===== src/rtl/pkt_vc_sched.sv =====
// Packet-atomic round-robin scheduler: one VC owns the NI-to-NoC flit port
// from head to tail so flits of different packets never interleave.
module pkt_vc_sched #(
  parameter int NumVC         = 2,
  parameter int FlitDataWidth = 32,
  parameter int PktWidth      = 8,
  parameter int VcWidth       = $clog2(NumVC)
) (
  input  logic                             clk_axi,
  input  logic                             arst_axi,
  input  logic [NumVC-1:0]                 vc_valid_i,
  input  logic [NumVC*FlitDataWidth-1:0]   vc_data_i,
  input  logic [NumVC*PktWidth-1:0]        vc_pkt_sz_i,
  output logic [NumVC-1:0]                 vc_ready_o,
  output logic                             out_valid_o,
  output logic [FlitDataWidth-1:0]         out_data_o,
  output logic [VcWidth-1:0]               out_vc_id_o,
  output logic [PktWidth-1:0]              out_pkt_sz_o,
  input  logic                             out_ready_i,
  output logic                             busy_o,
  output logic [NumVC-1:0]                 grant_o
);

  // Handshake: a flit moves on a cycle where out_valid_o && out_ready_i; the
  // granted requester sees the same cycle's out_ready_i on its vc_ready_o bit.
  typedef enum logic {IDLE = 1'b0, LOCKED = 1'b1} state_e;

  state_e               state_q, state_d;
  logic [VcWidth-1:0]   rr_ptr_q, rr_ptr_d;
  logic [VcWidth-1:0]   lock_vc_q, lock_vc_d;
  logic [PktWidth-1:0]  cnt_q, cnt_d;
  logic                 hold_q, hold_d;

  logic                 scan_found;
  logic [VcWidth-1:0]   scan_vc;
  logic                 gnt_any;
  logic [VcWidth-1:0]   gnt_vc;
  logic                 xfer;

  always_ff @(posedge clk_axi or posedge arst_axi) begin
    if (arst_axi) begin
      state_q   <= IDLE;
      rr_ptr_q  <= '0;
      lock_vc_q <= '0;
      cnt_q     <= '0;
      hold_q    <= 1'b0;
    end else begin
      state_q   <= state_d;
      rr_ptr_q  <= rr_ptr_d;
      lock_vc_q <= lock_vc_d;
      cnt_q     <= cnt_d;
      hold_q    <= hold_d;
    end
  end

  // Round-robin scan: first valid requester starting at rr_ptr.
  always_comb begin
    int                 idx;
    logic [VcWidth-1:0] idx_v;
    scan_found = 1'b0;
    scan_vc    = '0;
    for (int i = 0; i < NumVC; i++) begin
      idx   = (int'(rr_ptr_q) + i) % NumVC;
      idx_v = VcWidth'(idx);
      if (!scan_found && vc_valid_i[idx_v]) begin
        scan_found = 1'b1;
        scan_vc    = idx_v;
      end
    end
  end

  // A stalled head (hold) or a locked packet pins the grant to lock_vc.
  always_comb begin
    gnt_any = 1'b0;
    gnt_vc  = lock_vc_q;
    if (!arst_axi) begin
      if (state_q == LOCKED || hold_q) begin
        gnt_any = 1'b1;
      end else if (scan_found) begin
        gnt_any = 1'b1;
        gnt_vc  = scan_vc;
      end
    end
  end

  always_comb begin
    state_d   = state_q;
    rr_ptr_d  = rr_ptr_q;
    lock_vc_d = lock_vc_q;
    cnt_d     = cnt_q;
    hold_d    = hold_q;
    case (state_q)
      IDLE: begin
        if (gnt_any && xfer) begin
          hold_d   = 1'b0;
          rr_ptr_d = (gnt_vc == VcWidth'(NumVC - 1)) ? '0 : gnt_vc + 1'b1;
          if (out_pkt_sz_o != '0) begin
            cnt_d     = out_pkt_sz_o;
            lock_vc_d = gnt_vc;
            state_d   = LOCKED;
          end
        end else if (gnt_any && out_valid_o) begin
          hold_d    = 1'b1;
          lock_vc_d = gnt_vc;
        end
      end
      LOCKED: begin
        if (xfer) begin
          cnt_d = cnt_q - 1'b1;
          if (cnt_q == PktWidth'(1)) state_d = IDLE;
        end
      end
      default: state_d = IDLE;
    endcase
  end

  always_comb begin
    grant_o      = '0;
    out_valid_o  = 1'b0;
    out_data_o   = '0;
    out_pkt_sz_o = '0;
    out_vc_id_o  = '0;
    for (int n = 0; n < NumVC; n++) begin
      if (gnt_any && gnt_vc == VcWidth'(n)) begin
        grant_o[n]   = 1'b1;
        out_valid_o  = vc_valid_i[n];
        out_data_o   = vc_data_i[n*FlitDataWidth +: FlitDataWidth];
        out_pkt_sz_o = vc_pkt_sz_i[n*PktWidth +: PktWidth];
        out_vc_id_o  = VcWidth'(n);
      end
    end
    vc_ready_o = grant_o & {NumVC{out_ready_i}};
    busy_o     = (state_q == LOCKED);
    xfer       = out_valid_o && out_ready_i;
  end

endmodule


===== config.mk =====
export PLATFORM = sky130hd
export DESIGN_NAME = pkt_vc_sched
export DESIGN_NICKNAME = d
export VERILOG_FILES = /design/src/rtl/pkt_vc_sched.sv
export SDC_FILE = /design/constraint.sdc
export NUM_CORES = 1
export LEC_CHECK = 0
export CELL_PAD_IN_SITES_DETAIL_PLACEMENT = 2
export CELL_PAD_IN_SITES_GLOBAL_PLACEMENT = 2
export CORE_MARGIN = 4
export CORE_UTILIZATION = 15
export CTS_CLUSTER_SIZE = 10
export DETAILED_ROUTE_END_ITERATION = 6
export PLACE_DENSITY = 0.87
export SYNTH_ARGS = -nofsm -noshare
export SYNTH_HDL_FRONTEND = slang
export SYNTH_SLANG_ARGS = --single-unit

===== constraint.sdc =====
create_clock -name clk_axi -period 2.9 [get_ports clk_axi]
set_input_delay 0.29 -clock clk_axi [delete_from_list [all_inputs] [get_ports clk_axi]]
set_output_delay 0.29 -clock clk_axi [all_outputs]
set_load 0.03 [all_outputs]

Word-level counts from Yosys, hierarchy flattened
Cells that the tools add are included.
{"block": "word_totals", "register_bits": 12, "latchBits": 0, "mem_bits_rw": 0, "rom_bits": 0, "out_inout_bits": 47, "elab_cells": 69, "memories": 0}
{"block": "op_classes", "n_addsub": 3, "n_mul": 0, "n_div": 0, "magnitude_cmp": 2, "eq_ne": 5, "shift": 0, "mux": 37, "n_bitwise": 3, "reduce_logical": 14}
{"cell": "2-to-1 mux 32 bit", "count": 2}
{"cell": "2-to-1 mux 8 bit", "count": 5}
{"cell": "2-to-1 mux 1 bit", "count": 28}
{"cell": "one-hot mux 8 bit (2 select lines)", "count": 1}
{"cell": "equality test 8 x 1 -> 1 bit, second input constant", "count": 1}
{"cell": "nonzero test 8 bit", "count": 1}
{"cell": "subtractor 8 x 1 -> 8 bit, second input constant", "count": 1}
{"cell": "logical AND 1 bit", "count": 6}
{"cell": "AND reduction 3 bit", "count": 2}
{"cell": "less-than comparator 1 x 2 -> 1 bit, second input constant", "count": 2}
{"cell": "!= test 2 x 1 -> 1 bit, second input constant", "count": 2}
{"cell": "!= test 2 bit, second input constant", "count": 2}
{"cell": "AND reduction 2 bit", "count": 2}
{"cell": "adder 1 bit, second input constant", "count": 2}
{"cell": "bitwise AND 2 bit", "count": 1}
{"cell": "inverter 1 bit", "count": 2}
{"cell": "one-hot mux 1 bit (2 select lines)", "count": 1}
{"cell": "nonzero test 2 bit", "count": 1}
{"cell": "zero test 1 bit", "count": 1}
{"cell": "logical OR 1 bit", "count": 1}

Logic depth before layout (Yosys ltp)
{"block": "depth", "ltp_word": 17, "depth_mapped": 7, "ltp_nobuf": 6}

Worst setup path before layout
OpenSTA, ideal clock, no wires.
{"block": "synth_path", "path_type": "register -> output", "from": "register state_q (netlist: busy_o)", "to": "output port out_data_o[23]", "t_arrival_ns": 2.179, "required_time_ns": 2.610, "slack_ns": 0.431, "path_stages_with_launch": 7, "path_cell_list": "dfrtp_1 -> buf_6 -> nor2_1 -> nand3_1 -> a21oi_1 -> clkbuf_1 -> a22o_1"}
{"block": "synth_via", "elab_chain_len": 7, "elab_cells_between_ends": 10, "classes_between": "mux: 6; bitwise: 1; reduce/logical: 3"}
{"item": "start, declared", "line": "28", "rtl": "state_e state_q, state_d;"}
{"item": "start signal, assigned", "line": "48", "rtl": "state_q <= state_d;"}
{"item": "logical OR 1 bit *", "line": "77", "rtl": "if (state_q == LOCKED || hold_q) begin"}
{"item": "2-to-1 mux 1 bit", "line": "77"}
{"item": "2-to-1 mux 1 bit", "line": "76", "rtl": "if (!arst_axi) begin"}
{"item": "inverter 1 bit", "line": "124", "rtl": "if (gnt_any && gnt_vc == VcWidth'(n)) begin"}
{"item": "logical AND 1 bit", "line": "124"}
{"item": "2-to-1 mux 32 bit", "line": "124"}
{"item": "2-to-1 mux 32 bit *", "line": "124"}
{"item": "end, declared", "line": "16", "rtl": "output logic [FlitDataWidth-1:0] out_data_o,"}
Mark *: on every way between the ends. The rest lies on a longest branch, timed or not.

Final worst setup path
{"block": "layout_path", "from": "input port vc_valid_i[0]", "to": "output port out_pkt_sz_o[2]"}
{"block": "layout_via", "elab_chain_len": 13, "elab_cells_between_ends": 21, "classes_between": "mux: 16; bitwise: 1; reduce/logical: 4"}
{"item": "start, declared", "line": "11", "rtl": "input logic [NumVC-1:0] vc_valid_i,"}
{"item": "2-to-1 mux 1 bit (implied by the code) (2 in a row)", "line": "65", "rtl": "if (!scan_found && vc_valid_i[idx_v]) begin"}
{"item": "2-to-1 mux 1 bit", "line": "65"}
{"item": "zero test 1 bit", "line": "65"}
{"item": "logical AND 1 bit", "line": "65"}
{"item": "2-to-1 mux 1 bit", "line": "65"}
{"item": "2-to-1 mux 1 bit", "line": "79", "rtl": "end else if (scan_found) begin"}
{"item": "2-to-1 mux 1 bit", "line": "77"}
{"item": "2-to-1 mux 1 bit", "line": "76"}
{"item": "inverter 1 bit", "line": "124"}
{"item": "logical AND 1 bit", "line": "124"}
{"item": "2-to-1 mux 8 bit", "line": "124"}
{"item": "2-to-1 mux 8 bit *", "line": "124"}
{"item": "end, declared", "line": "18", "rtl": "output logic [PktWidth-1:0] out_pkt_sz_o,"}
Mark *: on every way between the ends. The rest lies on a longest branch, timed or not. The select of a mux whose other input is x is not followed.

==> impl_metrics.csv <==
group,metric,value,unit
floorplanning,dieArea,0.01169,sq mm
cts,htree_levels,1,
floorplanning,boundaryPins,132,
global_route,gr-usage-all-layers,0.1378,
power_and_ir_drop,ir_drop,0.1651,mV
run,drv_cap,0,
floorplanning,start_util,0.1539,
logic_synthesis,synth.distinct_cells,51,
floorplanning,die_x,108.1,um
sta,fin_crit,2.646,ns
cts,path_clk_slew,0.06,ns
finish,diodes,0,
route,totalWireLength,8446,um
worst_setup_path,critPathMaxFanout,10,
sta,rsz0062_at_grt,"false",
finish,design_area,0.002900,sq mm
route,drt-pass1-iter-count,4,
place,dpl.hpwl,7105,um
sta,final_hold_viol_count,0,
worst_setup_path,slowest_delay,0.63,ns
route,wl_met3,408,um
route,met1Wirelength,3413,um
cts,ctsHoldBuffers,0,
route,antenna_left,0,
route,wl_met2,4476,um
logic_synthesis,synth_top_flop_cell,"dfrtp_1",
sta,drv_slew,0,
sta,slew_headroom,0.6212,
cts,cts_buffers,3,
floorplanning,core,0.009774,sq mm
status,outcome,"finished, final reports clean",
floorplanning,die_h,108.1,um
power_and_ir_drop,p_per_area,304.6,mW/mm^2
finish,final_util,0.2967,
route,top_layer,"met4",
route,drtIter0Drc,83,
sta,setup_viol,0,
cts,postCtsSetupRepairBufs,0,
global_route,grt_pass1_vias,2263,
global_route,grt_overflow,0,
cts,root_buffer,"clkbuf_8",
worst_setup_path,cp-end-kind,"primary output",
finish,drive_gt1_frac,0.2157,
power_and_ir_drop,p_leak,1.203,nW
cts,cts_tree,"built",
logic_synthesis,syn_nets,266,
sta,whs,0.5651,ns
sta,fin_skew,0.0005326,ns
worst_setup_path,crit_slowest_cell,"clkdlybuf4s50_1",
global_route,grt_pass1_wl,12810,um
logic_synthesis,synth_area,0.001504,sq mm
finish,syn_to_final_growth,92.85,%
sta,fmax,0.3779,GHz
cts,post_cts_resized,0,
place,placed_area,0.002859,sq mm
logic_synthesis,syn_inst,179,
sta,period_share,0.9125,
logic_synthesis,yosysWarnings,0,
place,port_buffers,131,
place,place.gp.congestion,0.7709,
cts,cts_sinks,12,
logic_synthesis,syn_avg_cell_area,8.402,sq um
finish,fin_nets,395,
global_route,grt_start_max_net_pins,36,
worst_setup_path,worstPathArrival,2.36,ns
worst_setup_path,required,2.61,ns
logic_synthesis,async_flop_share,1.000,
cts,insertion_delay,0.24,ns
logic_synthesis,synth-edff-count,0,
route,drc,0,
sta,setup_tns,0,ns
route,wire_per_inst,19.24,um
cts,clock_path_buffers,2,
worst_setup_path,start_kind,"primary input",
worst_setup_path,cp_common_cell,"buf_4",
route,routed_via_density,4.654,
sta,tightest_slew,0.5629,ns
worst_setup_path,path_class,"in -> out",
worst_setup_path,path_cells,"clkdlybuf4s50_1 > a21bo_2 > o22ai_4 > buf_4 > mux2i_1 > nor2_1 > buf_4",
route,vias,2043,
hold_path,hp-class,"reg -> reg",
floorplanning,row_count,36,
global_route,antenna_found_initial,0,
logic_synthesis,yosysSeqAreaShare,0.1997,
logic_synthesis,synth.ff_latch_count,12,
worst max-delay path, delay by kind of cell:
family	cells	cell delay, ns
AND/OR/NAND/NOR	1	0.07
buffers and inverters	3	1.08
AO/OA/AOI/OAI	2	0.58
multiplexers	1	0.33
per-layer routing:
layer | vias up | global-route usage
met2 | 56 | 0.2553
met5 | - | 0
met1 | 1012 | 0.1678
met3 | 12 | 0.01672
met4 | 0 | 0.03517
li1 | 963 | -
Yosys cell counts (all sizes together) (7+ instances only):
cell | count | area (sq um)
a22o | 33 | 289.0
a211oi | 7 | 52.55
dfrtp | 12 | 300.3
clkbuf | 8 | 30.03
nor2 | 15 | 56.30
mux2i | 11 | 110.1
buf | 8 | 68.81
inv | 10 | 37.54
area by class of cell:
type | instances | area (sq um)
fillers | 1130 | 6874
repair buffers | 140 | 1284
well taps | 133 | 166.4
multi-input cells | 141 | 1071
flip-flops and latches | 12 | 300.3
clock buffers | 3 | 41.29
inverters | 10 | 37.54
cells by family after synthesis:
family          after synthesis  synth area share
compound gates               72            0.3985
fa+ha+maj                     2           0.01664
buf+inv                      26           0.09068
flops                        12            0.1997
mux                          12           0.08070
simple gates                 55            0.2138
path summary, 6_finish.rpt:
kind / start / to / slack [ns] / depth (start not counted)
min: rr_ptr_q / rr_ptr_q / 0.57 / 2
min in group asynchronous: arst_axi / cnt_q[6] / 0.75 / 4
max in group asynchronous: arst_axi / cnt_q[2] / 1.98 / 4
max reg2reg: busy_o / cnt_q[1] / 0.60 / 5
min reg2reg: rr_ptr_q / rr_ptr_q / 0.57 / 2
max: vc_valid_i[0] / out_pkt_sz_o[2] / 0.25 / 7
sequential cells by signal, summed over array words and instances, names as in the netlist:
signal and flops:
busy_o 1, cnt_q 8, hold_q 1, lock_vc_q 1, rr_ptr_q 1
stage by stage:
step / instances / worst slack [ns] / power [W]
detailed placement: 436 / 0.2550 / 0.0007257
global placement: 436 / 0.3389 / 0.0007067
CTS: 439 / 0.2576 / 0.0008861
floorplan: 179 / 0.4306 / 0.0004663
global route: 439 / 0.1342 / 0.0009312
finish: 439 / 0.2539 / 0.0008836
cells in the final DEF, fill, tap and decap left out, types with 4 or more instances in the layout:
cell type / count
inv_1: 10
buf_4: 51
nor3_1: 4
nor4_1: 5
nor2_1: 15
o21ai_0: 4
nand3_1: 5
and3_1: 4
a211oi_1: 7
dfrtp_1: 12
clkdlybuf4s50_1: 88
nand2_1: 5
a22o_1: 33
mux2i_1: 11
report_power, final:
group | leakage (nW) | internal [W] | switching [W]
logic | 1.05 | 0.000252 | 0.000268
registers | 0.132 | 0.000183 | 0.0000185
clock network | 0.0216 | 0.0000919 | 0.0000703
total | 1.20 | 0.000526 | 0.000357
Note: power is estimated with default switching activity, not from simulation.
